**src/rtl/mips_pkg.sv**
```systemverilog
// Shared MIPS encoding constants used by both the control-unit decoder and the program loader.
package mips_pkg;

   typedef enum logic [3:0] {
      CMD_ADD  = 4'd0,
      CMD_SUB  = 4'd1,
      CMD_AND  = 4'd2,
      CMD_OR   = 4'd3,
      CMD_SLT  = 4'd4,
      CMD_ADDI = 4'd5,
      CMD_LW   = 4'd6,
      CMD_SW   = 4'd7
   } cmd_op_e;

   localparam logic [5:0] OPCODE_RTYPE = 6'b000000;
   localparam logic [5:0] OPCODE_ADDI  = 6'b001000;
   localparam logic [5:0] OPCODE_LW    = 6'b100011;
   localparam logic [5:0] OPCODE_SW    = 6'b101011;

   localparam logic [5:0] FUNCT_ADD = 6'b100000;
   localparam logic [5:0] FUNCT_SUB = 6'b100010;
   localparam logic [5:0] FUNCT_AND = 6'b100100;
   localparam logic [5:0] FUNCT_OR  = 6'b100101;
   localparam logic [5:0] FUNCT_SLT = 6'b101010;

   localparam int OPCODE_LSB = 26;
   localparam int RS_LSB     = 21;
   localparam int RT_LSB     = 16;
   localparam int RD_LSB     = 11;
   localparam int FUNCT_LSB  = 0;
   localparam int IMM_LSB    = 0;

   typedef enum logic [1:0] {
      ST_IDLE  = 2'd0,
      ST_WRITE = 2'd1,
      ST_DONE  = 2'd2
   } loader_state_e;

   // Shamt field stays zero for every R-type op this loader supports.
   function automatic logic [31:0] r_word(input logic [4:0] rs, input logic [4:0] rt,
                                          input logic [4:0] rd, input logic [5:0] funct);
      return (32'(OPCODE_RTYPE) << OPCODE_LSB) | (32'(rs) << RS_LSB) |
             (32'(rt) << RT_LSB) | (32'(rd) << RD_LSB) | (32'(funct) << FUNCT_LSB);
   endfunction

   function automatic logic [31:0] i_word(input logic [5:0] opcode, input logic [4:0] rs,
                                          input logic [4:0] rt, input logic [15:0] imm);
      return (32'(opcode) << OPCODE_LSB) | (32'(rs) << RS_LSB) |
             (32'(rt) << RT_LSB) | (32'(imm) << IMM_LSB);
   endfunction

endpackage

```
**src/rtl/mips_instr_encoder.sv**
```systemverilog
// Combinational encoder: symbolic command fields to a 32-bit MIPS instruction word.
module mips_instr_encoder
   import mips_pkg::*;
(
   input  logic [3:0]  op,
   input  logic [4:0]  rs,
   input  logic [4:0]  rt,
   input  logic [4:0]  rd,
   input  logic [15:0] imm,
   output logic [31:0] word,
   output logic        illegal
);

   always_comb begin
      word    = 32'd0;
      illegal = 1'b0;
      case (op)
         CMD_ADD:  word = r_word(rs, rt, rd, FUNCT_ADD);
         CMD_SUB:  word = r_word(rs, rt, rd, FUNCT_SUB);
         CMD_AND:  word = r_word(rs, rt, rd, FUNCT_AND);
         CMD_OR:   word = r_word(rs, rt, rd, FUNCT_OR);
         CMD_SLT:  word = r_word(rs, rt, rd, FUNCT_SLT);
         CMD_ADDI: word = i_word(OPCODE_ADDI, rs, rt, imm);
         CMD_LW:   word = i_word(OPCODE_LW, rs, rt, imm);
         CMD_SW:   word = i_word(OPCODE_SW, rs, rt, imm);
         default:  illegal = 1'b1;
      endcase
   end

endmodule

```
**src/rtl/mips_program_loader.sv**
```systemverilog
// Accepts symbolic commands over valid/ready and writes the encoded words sequentially into instruction memory.
module mips_program_loader
   import mips_pkg::*;
#(
   parameter int DEPTH  = 64,
   parameter int ADDR_W = 6
) (
   input  logic              CLK,
   input  logic              RST,
   input  logic              CMD_VALID,
   output logic              CMD_READY,
   input  logic [3:0]        CMD_OP,
   input  logic [4:0]        CMD_RS,
   input  logic [4:0]        CMD_RT,
   input  logic [4:0]        CMD_RD,
   input  logic [15:0]       CMD_IMM,
   input  logic              CMD_LAST,
   input  logic              RESTART,
   output logic              IMEM_WE,
   output logic [ADDR_W-1:0] IMEM_ADDR,
   output logic [31:0]       IMEM_WDATA,
   output logic [ADDR_W:0]   COUNT,
   output logic              FULL,
   output logic              DONE,
   output logic              ERR
);

   localparam logic [ADDR_W:0] DEPTH_CNT = (ADDR_W + 1)'(DEPTH);

   loader_state_e     state_q, state_n;
   logic [ADDR_W-1:0] addr_q;
   logic [ADDR_W:0]   count_q;
   logic              err_q;
   logic [31:0]       word_p1;
   logic              last_p1;
   logic [31:0]       enc_word;
   logic              enc_illegal;
   logic              hs;

   mips_instr_encoder u_encoder (
      .op      (CMD_OP),
      .rs      (CMD_RS),
      .rt      (CMD_RT),
      .rd      (CMD_RD),
      .imm     (CMD_IMM),
      .word    (enc_word),
      .illegal (enc_illegal)
   );

   assign FULL       = (count_q == DEPTH_CNT);
   assign CMD_READY  = (state_q == ST_IDLE) && !FULL;
   assign hs         = CMD_VALID && CMD_READY && !RESTART;
   // A RESTART during WRITE aborts the pending store in the same cycle.
   assign IMEM_WE    = (state_q == ST_WRITE) && !RESTART;
   assign IMEM_ADDR  = addr_q;
   assign IMEM_WDATA = word_p1;
   assign COUNT      = count_q;
   assign DONE       = (state_q == ST_DONE);
   assign ERR        = err_q;

   always_comb begin
      state_n = state_q;
      case (state_q)
         ST_IDLE: begin
            if (hs) begin
               if (!enc_illegal)  state_n = ST_WRITE;
               else if (CMD_LAST) state_n = ST_DONE;
            end
         end
         ST_WRITE: state_n = last_p1 ? ST_DONE : ST_IDLE;
         ST_DONE:  state_n = ST_DONE;
         default:  state_n = ST_IDLE;
      endcase
      if (RESTART) state_n = ST_IDLE;
   end

   // Stage p1: command latched at the handshake, written to memory the following cycle.
   always_ff @(posedge CLK or posedge RST) begin
      if (RST) begin
         state_q <= ST_IDLE;
         addr_q  <= '0;
         count_q <= '0;
         err_q   <= 1'b0;
         word_p1 <= 32'd0;
         last_p1 <= 1'b0;
      end else begin
         state_q <= state_n;
         if (RESTART) begin
            addr_q  <= '0;
            count_q <= '0;
            err_q   <= 1'b0;
         end else begin
            if (hs && enc_illegal) err_q <= 1'b1;
            if (hs && !enc_illegal) begin
               word_p1 <= enc_word;
               last_p1 <= CMD_LAST;
            end
            if (IMEM_WE) begin
               addr_q  <= addr_q + 1'b1;
               count_q <= count_q + 1'b1;
            end
         end
      end
   end

endmodule

```
**config.mk**
```make
export PLATFORM = sky130hd
export DESIGN_NAME = mips_program_loader
export DESIGN_NICKNAME = d
export VERILOG_FILES = /design/src/rtl/mips_pkg.sv /design/src/rtl/mips_instr_encoder.sv /design/src/rtl/mips_program_loader.sv
export SDC_FILE = /design/constraint.sdc
export NUM_CORES = 1
export LEC_CHECK = 0
export ABC_AREA = 1
export BUFFER_PORTS_ARGS = -buffer_cell sky130_fd_sc_hd__clkbuf_2
export CAP_MARGIN = 10
export CORE_AREA = 2 2 90 92
export DETAILED_ROUTE_END_ITERATION = 12
export DIE_AREA = 0 0 92 94
export RECOVER_POWER = 100
export REMOVE_ABC_BUFFERS = 1
export SLEW_MARGIN = 20
export SYNTH_ARGS = -nofsm -noshare
export SYNTH_HDL_FRONTEND = slang
export SYNTH_SLANG_ARGS = --single-unit
```
**constraint.sdc**
```tcl
create_clock -name CLK -period 1.9 [get_ports CLK]
set_clock_uncertainty 0.2 [all_clocks]
set_input_delay 0.285 -clock CLK [delete_from_list [all_inputs] [get_ports CLK]]
set_output_delay 0.285 -clock CLK [all_outputs]
set_load 0.005 [all_outputs]
```
Yosys cells after proc, flatten, opt, wreduce, memory -nomap -nowiden
Index checks and enable logic that the tools add are counted.
{ "word_totals": {"in_bits": 40, "output_inout_bits": 50, "regBits": 49} }
{ "classes": {"n_mux": 14, "n_reduce_logical": 15, "eq_ne": 12, "n_bitwise": 9, "n_addsub": 2} }
{ "ops": {"columns": ["operator", "count"], "rows": [
  ["32-bit case mux with 8 select lines", 1],
  ["32-bit by 16-bit OR with 32-bit output", 4],
  ["32-bit by 21-bit OR with 32-bit output", 2],
  ["30-bit by 21-bit OR with 30-bit output", 1],
  ["26-bit by 21-bit OR with 26-bit output", 1],
  ["4-bit by 3-bit equality test with 1-bit output, second input constant", 4],
  ["7-bit two-way mux", 2],
  ["6-bit two-way mux", 2],
  ["2-bit two-way mux", 5],
  ["4-bit by 2-bit equality test with 1-bit output, second input constant", 2],
  ["8-bit OR reduction", 1],
  ["7-bit by 1-bit adder with 7-bit output, second input constant", 1],
  ["7-bit equality test, second input constant", 1],
  ["6-bit by 1-bit adder with 6-bit output, second input constant", 1],
  ["1-bit logical AND", 6],
  ["2-bit case mux with 3 select lines", 1],
  ["4-bit by 1-bit equality test with 1-bit output, second input constant", 1],
  ["4-bit logical NOT", 1],
  ["4-bit != test, second input constant", 1],
  ["2-bit AND reduction", 2],
  ["2-bit nonzero test", 2],
  ["1-bit two-way mux", 3],
  ["3-bit != test, second input constant", 1],
  ["2-bit by 1-bit equality test with 1-bit output, second input constant", 1],
  ["other kinds (4)", 5]
]} }

Longest topological paths before layout
Gate-level depths: netlist (run 1).
{ "logic_depth": {"ltp_word": 8, "ltp_mapped": 12, "ltp_nobuf": 10} }

Cells and area by module
From an unflattened synthesis (run 1), not the netlist that was laid out.
{ "unflattened": {"hier_cells": 344, "area_unflattened_um2": 2655.0} }
{ "by_module_without_submodules": {"columns": ["mod", "seq_area_each_um2", "area_per_inst_um2", "n_inst", "cells_per_inst"], "rows": [
  ["mips_program_loader", 1226.2, 2272.2, 1, 263],
  ["mips_instr_encoder", 0.0, 382.9, 1, 81]
]} }

Least setup slack after synthesis (run 1)
Ideal clock, no wire load.
{ "synth_path": {"path_kind": "reg-to-reg", "from": "register count_q[0], in the netlist COUNT[0]", "to": "register word_p1[27], in the netlist IMEM_WDATA[27]", "stages_incl_launch_ff": 13, "slack_ps": 252, "n_path_buf": 2, "period_less_slack_ps": 1648, "arrival_ps": 1332, "setup_ps": 117, "required_ps": 1583, "cell_sequence": "dfrtp_1 -> inv_1 -> ha_1 -> nand2_1 -> inv_1 -> nand3_2 -> nand2_1 -> inv_2 -> nand3_2 -> buf_6 -> buf_6 -> nand2_1 -> nand2_1"} }
{ "synth_between": {"elab_chain_len": 7} }
{ "synth_lines": {"columns": ["element", "line_no", "rtl"], "rows": [
  ["start, declared", "mips_program_loader.sv:32", "logic [ADDR_W:0] count_q;"],
  ["start signal, assigned", "mips_program_loader.sv:100", "count_q <= count_q + 1'b1;"],
  ["7-bit equality test", "mips_program_loader.sv:50", "assign FULL = (count_q == DEPTH_CNT);"],
  ["1-bit logical NOT", "mips_program_loader.sv:51", "assign CMD_READY = (state_q == ST_IDLE) && !FULL;"],
  ["1-bit logical AND", "mips_program_loader.sv:51", null],
  ["net CMD_READY", "mips_program_loader.sv:11", "output logic CMD_READY,"],
  ["1-bit logical AND (2 in a row)", "mips_program_loader.sv:52", "assign hs = CMD_VALID && CMD_READY && !RESTART;"],
  ["1-bit logical AND", "mips_program_loader.sv:94", "if (hs && !enc_illegal) begin"],
  ["2-bit AND reduction (no source line)", null, null],
  ["end signal, assigned", "mips_program_loader.sv:95", "word_p1 <= enc_word;"],
  ["end, declared", "mips_program_loader.sv:34", "logic [31:0] word_p1;"]
]} }
The timed path passes the listed nets, and every way through them passes these cells.
A chain may end at the register's enable or synchronous reset.

Worst setup path in the final report (run 1)
{ "layout_path": {"from": "register count_q[0], in the netlist COUNT[0]", "to": "output CMD_READY"} }
{ "layout_between": {"elab_chain_len": 3} }
{ "layout_lines": {"columns": ["element", "line_no"], "rows": [
  ["7-bit equality test", "mips_program_loader.sv:50"],
  ["1-bit logical NOT", "mips_program_loader.sv:51"],
  ["1-bit logical AND", "mips_program_loader.sv:51"],
  ["end, declared", "mips_program_loader.sv:11"]
]} }
Every way passes these cells.

==> results of run 1 <==
-- layout make-up --
type	count	area [sq um]	share of cell area
clock buffers	5	68.8	0.0229
repair buffers	109	597	0.199
multi-input cells	211	943	0.314
clock inverters	3	17.5	0.00584
flip-flops and latches	45	1130	0.375
inverters	32	120	0.0400
well taps	102	128	0.0425
-- flip-flops by register name, indices dropped and copies added (netlist names) --
name / flops
IMEM_WDATA: 28
COUNT: 7
IMEM_ADDR: 6
state_q: 2
ERR: 1
last_p1: 1
-- placed cells by master, fill, tap and decap left out, drive strengths merged --
| master | instances |
|---|---|
| clkbuf | 93 |
| o21bai | 1 |
| ha | 3 |
| conb | 2 |
| nor3 | 4 |
| nor2 | 26 |
| a21oi | 5 |
| clkinv | 2 |
| nand3 | 17 |
| clkinvlp | 1 |
| dfrtp | 45 |
| buf | 11 |
| nand2 | 135 |
| o21a | 1 |
| a22o | 1 |
| nand4 | 5 |
| inv | 32 |
| a21boi | 1 |
| o211ai | 2 |
| dlygate4sd3 | 10 |
| o21ai | 8 |
-- cells by family after synthesis --
kind of cell	Yosys count	synth area share
and+or+nand+nor	187	0.344
adders and majority gates	3	0.0166
DFF	45	0.497
AOI/OAI and AO/OA	19	0.0491
other	1	0.00165
buffers and inverters	44	0.0922
-- tightest hold or removal path, stage by stage --
cell	delay, ns
clkbuf_2	0.10
nand2_1	0.05
nand2_1	0.05
-- worst min path at each step --
| stage | start | end | slack [ns] | depth (start not counted) |
|---|---|---|---|---|
| 2_1_floorplan | CMD_LAST | last_p1$_DFFE_PP0P_ | 0.20 | 2 |
| 5_1_grt | CMD_RT[4] | IMEM_WDATA[20]$_DFFE_PP0P_ | 0.02 | 3 |
| 3_3_place_gp | RST | COUNT[6]$_DFFE_PP0P_ | 0.03 | 2 |
| 4_1_cts | CMD_RT[4] | IMEM_WDATA[20]$_DFFE_PP0P_ | 0.01 | 3 |
| 6_report | CMD_LAST | last_p1$_DFFE_PP0P_ | 0.02 | 3 |
| 3_5_place_dp | RST | COUNT[6]$_DFFE_PP0P_ | 0.04 | 2 |
-- routing by layer --
layer	wire (um)	vias to the layer above
met2	2590	71
met4	46	0
li1	-	1117
met5	0	-
met1	2550	957
met3	358	7
-- power breakdown --
group	switching (mW)	total, mW	internal [mW]
Combinational	0.260	0.477	0.217
Clock	0.325	0.579	0.254
Sequential	0.0970	1.20	1.10
Total	0.683	2.25	1.57
-- what timing repair did --
item                                   4_1_cts  5_1_grt
gates resized for setup                      0        3
hold buffers                                10        0
setup buffers                                2        2
endpoints found under the hold margin       40        0
setup endpoints to repair                    1        2
==> metrics.md, run 1 <==
| Metric | Value |
|---|---|
| Outcome | `finished, final reports clean` |
| CTS max path bufs | `2` |
| GR peak layer | `met2` |
| CP Data Arrival Time | `1.34 ns` |
| Met1 Resource Use GR | `0.172` |
| Relative slew margins | `0.655` |
| GPL Wtd Cong | `0.778` |
| Fin. Hold Viols | `0` |
| Final net count | `447` |
| Design area | `3000 sq um` |
| Total grt overflow | `0` |
| Most used cell, CP | `inv_2` |
| Starting Density | `0.298` |
| # diodes | `0` |
| Row count | `32` |
| Residual DRC | `0` |
| Most common cell in the netlist | `nand2_1` |
| Synth Instances | `299` |
| Buffers & Inverters on Critical Path | `4` |
| Pin count of the biggest net entering global routing | `22` |
| Met3 GRT Util | `0.0385` |
| TritonCTS buffer count | `5` |
| Fraction of layout cells with a size suffix above 1 | `0.247` |
| FF-to-FF path depth | `11` |
| H-tree Lvls | `2` |
| Slowest stage delay, CP | `0.40 ns` |
| Total of warnings raised by yosys | `0` |
| DIE AREA | `8650 sq um` |
| Share of the synthesized area in the top cell type | `0.497` |
| Synthesized area | `2270 sq um` |
| Routed Antenna Nets | `0` |
| Worst setup margin | `0.0781 ns` |
| Ranking of synthesized cells by area | `dfrtp_1 50%, nand2_1 22%, inv_1 5.0%` |
| Final Cycle Share | `0.959` |
| All-Layer GR Usage | `0.136` |
| Leak Pwr | `1.72 nW` |
| Placed cell areas | `2820 sq um` |
| Pwr dens | `751 nW/um^2` |
| Crit path capture type | `output pin` |
| Setup violators final | `0` |
| WL/cell | `10.9 um` |
| Fill cell count | `854` |
| Maximum vdd drop | `312 uV` |
| Tot Pwr | `2.25 mW` |
| Worst slack, placed | `0.219 ns` |
| Non-filler cells in the finished layout | `507` |
| Crit path launch | `COUNT[0]$_DFFE_PP0P_` |
| Max cap viols | `0` |
| DRT Pass-1 Iters | `4` |
| Chip Width | `92 um` |
| Post-synthesis sequential area ratio | `0.497` |
| CP Cell Sequence | `inv_2, ha_1, nand2_1, inv_1, nand3_2, nand2_2, inv_2, clkbuf_2` |
| Vias in the first global route | `2,099` |
| Placed Cells | `485` |
| RSZ-0062 raised after global routing | `yes` |
| Share of flip-flops with an asynchronous set or reset | `1.00` |
| Synth top cells by count | `135 x nand2_1, 45 x dfrtp_1, 30 x inv_1, 23 x nor2_1, 15 x nand3_1` |
| First-pass GRT wire length | `9440 um` |
| Slowest cell on crit path | `dfrtp_1` |
| Slew Limit Fails | `0` |
| Largest area contributor in the netlist | `dfrtp_1` |
| Routed WL | `5550 um` |
| Clock sinks | `45` |
| Post-synth cell types | `25` |
| R2r setup slk | `0.20 ns` |
| Startpoint types | `register` |
| Port Buffers | `87` |
| Crit path max-delay family | `flip-flops` |
| Worst flop-to-flop path endpoint | `IMEM_WDATA[3]$_DFFE_PP0P_` |
| CP endpoint | `CMD_READY` |
| Final hold slack | `0.0238 ns` |
| Clock Latency Late Sink | `0.29 ns` |
| Initial antenna violation count | `0` |
| Hold WC Path Type | `in2reg` |
| Crit path depth | `8` |
| CP max FO | `3` |
| Crit path kind | `reg2out` |
| Ports | `90` |
| Worst Path Required | `1.41 ns` |
| Setup TNS | `0 ns` |
| DP HPWL | `4290 um` |
| Core footprint | `7610 sq um` |
| Post-synth EDFFs | `0` |
| Final critical-path required period | `1.82 ns` |
| Worst slew pin tran | `0.517 ns` |
| Global Route met2 Usage | `0.231` |
| R2r startpoint | `COUNT[0]$_DFFE_PP0P_` |
| Detailed Route Iter0 Violations | `64` |
| Ys flop type | `dfrtp_1` |
| Vias/cell | `4.24` |
| Vias | `2,152` |
| Avg Cell Area, Syn | `7.58 sq um` |
| Synth Register Bits | `45` |
| Die Ht | `94 um` |
| Area grow syn2layout | `32.3%` |
| Clock root cell | `clkbuf_8` |
| CTS tree | `done` |
| Final Util | `0.394` |
| FMAX | `549 MHz` |
| Clk pin slew, worst setup/hold paths | `0.08 ns` |
Note: power is estimated with default switching activity, not from simulation.
==> run 2, diff against run 1 <==
--- a/config.mk
+++ b/config.mk
@@ -8,9 +8,10 @@
 export ABC_AREA = 1
 export BUFFER_PORTS_ARGS = -buffer_cell sky130_fd_sc_hd__clkbuf_2
 export CAP_MARGIN = 10
-export CORE_AREA = 2 2 90 92
+export CORE_AREA = 2 2 72 74
 export DETAILED_ROUTE_END_ITERATION = 12
-export DIE_AREA = 0 0 92 94
+export DIE_AREA = 0 0 74 76
+export PLACE_DENSITY = 0.78
 export RECOVER_POWER = 100
 export REMOVE_ABC_BUFFERS = 1
 export SLEW_MARGIN = 20
==> metrics.md, run 2 (synthesis results as in run 1) <==
| Metric | Value |
|---|---|
| Outcome | `finished, final reports clean` |
| Pint | `1.65 mW` |
| Leak Pwr | `1.71 nW` |
| First-pass GRT wire length | `8710 um` |
| Startpoint types | `register` |
| Crit path kind | `reg2out` |
| Routed WL | `5220 um` |
| CTS tree | `done` |
| Relative slew margins | `0.358` |
| Final Cycle Share | `0.951` |
| Final critical-path required period | `1.81 ns` |
| Fill cell count | `454` |
| DRT Pass-1 Iters | `4` |
| Clock sinks | `45` |
| Number of flip-flops in the largest register | `28` |
| Initial antenna violation count | `0` |
| Max cap viols | `0` |
| Vias in the first global route | `2,026` |
| Worst setup margin | `0.0936 ns` |
| Clock Latency Late Sink | `0.29 ns` |
| All-Layer GR Usage | `0.194` |
| Slew Limit Fails | `0` |
| Worst slew pin tran | `0.961 ns` |
| CP Data Arrival Time | `1.32 ns` |
| Chip Width | `74 um` |
| Pwr dens | `791 nW/um^2` |
| Port Buffers | `87` |
| Slowest cell on crit path | `dfrtp_1` |
| # diodes | `0` |
| Worst Path Required | `1.41 ns` |
| Core footprint | `4910 sq um` |
| Clock root cell | `clkbuf_8` |
| Fraction of layout cells with a size suffix above 1 | `0.258` |
| Crit path max-delay family | `flip-flops` |
| CP Cell Sequence | `inv_2, ha_1, nand2_1, inv_1, nand3_2, nand2_2, inv_2, clkbuf_2` |
| Buffers & Inverters on Critical Path | `4` |
| Sw frac | `0.291` |
| Most common cell after layout, fill and taps aside | `nand2_1` |
| DIE AREA | `5620 sq um` |
| Starting Density | `0.462` |
| Area grow syn2layout | `29.5%` |
| Fin. Hold Viols | `0` |
| Placed cell areas | `2770 sq um` |
| Setup violators final | `0` |
| FMAX | `554 MHz` |
| Reg power frac | `0.517` |
| Psw | `0.675 mW` |
| Residual DRC | `0` |
| Hold WC Path Type | `in2reg` |
| Routed Antenna Nets | `0` |
| RSZ-0062 raised after global routing | `yes` |
| Total grt overflow | `0` |
| Crit path capture type | `output pin` |
| DP HPWL | `3780 um` |
| Die Ht | `76 um` |
| Maximum vdd drop | `377 uV` |
| Final net count | `438` |
| GPL Wtd Cong | `0.819` |
| Most frequent cells in the layout | `134 x nand2_1, 74 x clkbuf_2, 45 x dfrtp_1, 28 x inv_1, 21 x nor2_1` |
| Worst slack, placed | `0.149 ns` |
| Most used cell, CP | `inv_2` |
| Vias | `2,130` |
| Clk pin slew, worst setup/hold paths | `0.08 ns` |
| Detailed Route Iter0 Violations | `67` |
| Share of total power in combinational logic | `0.205` |
| Row count | `26` |
| Clock power frac | `0.278` |
| CP max FO | `4` |
| CTS max path bufs | `2` |
| Pin count of the biggest net entering global routing | `31` |
| WL/cell | `11.2 um` |
| Tot Pwr | `2.32 mW` |
| Final Util | `0.598` |
| Design area | `2940 sq um` |
| TritonCTS buffer count | `5` |
| Setup TNS | `0 ns` |
| Vias/cell | `4.57` |
| Slowest stage delay, CP | `0.41 ns` |
| H-tree Lvls | `2` |
| Ports | `90` |
[run 2: changes by cell type in the layout (fill, tap and decap cells not counted), moves of 2 or more]
cell / previous run / this run
dlygate4sd3_1: 10 / 6
clkbuf_2: 70 / 74
clkbuf_8: 5 / 7
buf_4: 10 / 5
clkbuf_1: 18 / 13
buf_12: 0 / 2
[run 2: metal layers]
layer	global-route usage	vias to the layer above	routed length (um)
met5	0	-	0
met4	0.0418	0	60
met3	0.0516	8	279
met2	0.338	59	2600
met1	0.236	959	2280
li1	-	1104	-
[run 2: tightest hold or removal path, stage by stage]
cell	delay (ns)
clkbuf_2	0.07
nand2_1	0.04
nand2_1	0.07
[run 2: worst paths after layout]
check	from	end	slack, ns	cells past startpoint
setup / recovery	COUNT[1]$_DFFE_PP0P_	CMD_READY	0.09	8
hold / removal	CMD_RS[3]	IMEM_WDATA[24]$_DFFE_PP0P_	0.01	3
setup reg to reg	COUNT[1]$_DFFE_PP0P_	IMEM_WDATA[5]$_DFFE_PP0P_	0.21	11
hold reg to reg	IMEM_WDATA[1]$_DFFE_PP0P_	IMEM_WDATA[1]$_DFFE_PP0P_	0.28	2
max in group asynchronous	RST	IMEM_WDATA[13]$_DFFE_PP0P_	0.33	4
min in group asynchronous	RST	IMEM_WDATA[16]$_DFFE_PP0P_	0.54	3
[run 2: final cells by class]
type                       instances  area (sq um)  area share
sequential                        45          1130       0.384
clock inverter                     1          5.00     0.00171
clock buffer                       7          96.3      0.0328
tap                               70          87.6      0.0298
multi-input combinational        211           943       0.321
inverter                          32           120      0.0409
timing repair buffer             100           557       0.190
[run 2: timing repair]
action | in CTS | in global routing
setup buffers | 0 | 2
setup endpoints to repair | 0 | 26
hold endpoints to repair | 29 | 0
hold buffers | 6 | 0
resized for setup | 0 | 4
[run 2: power groups by stage]
stage / registers [mW] / clock network [mW] / logic, mW
finish: 1.20 / 0.647 / 0.475
global route: 1.22 / 0.695 / 0.547
CTS: 1.20 / 0.657 / 0.493
global placement: 1.21 / 0 / 0.465
detailed placement: 1.22 / 0 / 0.482
floorplan: 1.21 / 0 / 0.207
[run 2: metrics by stage]
step / std cells / hold WS (ns)
6_report: 466 / 0.0106
5_1_grt: 466 / 0.000179
4_1_cts: 464 / 0.00409
3_5_place_dp: 450 / 0.149
3_3_place_gp: 450 / 0.148
2_1_floorplan: 288 / 0.202
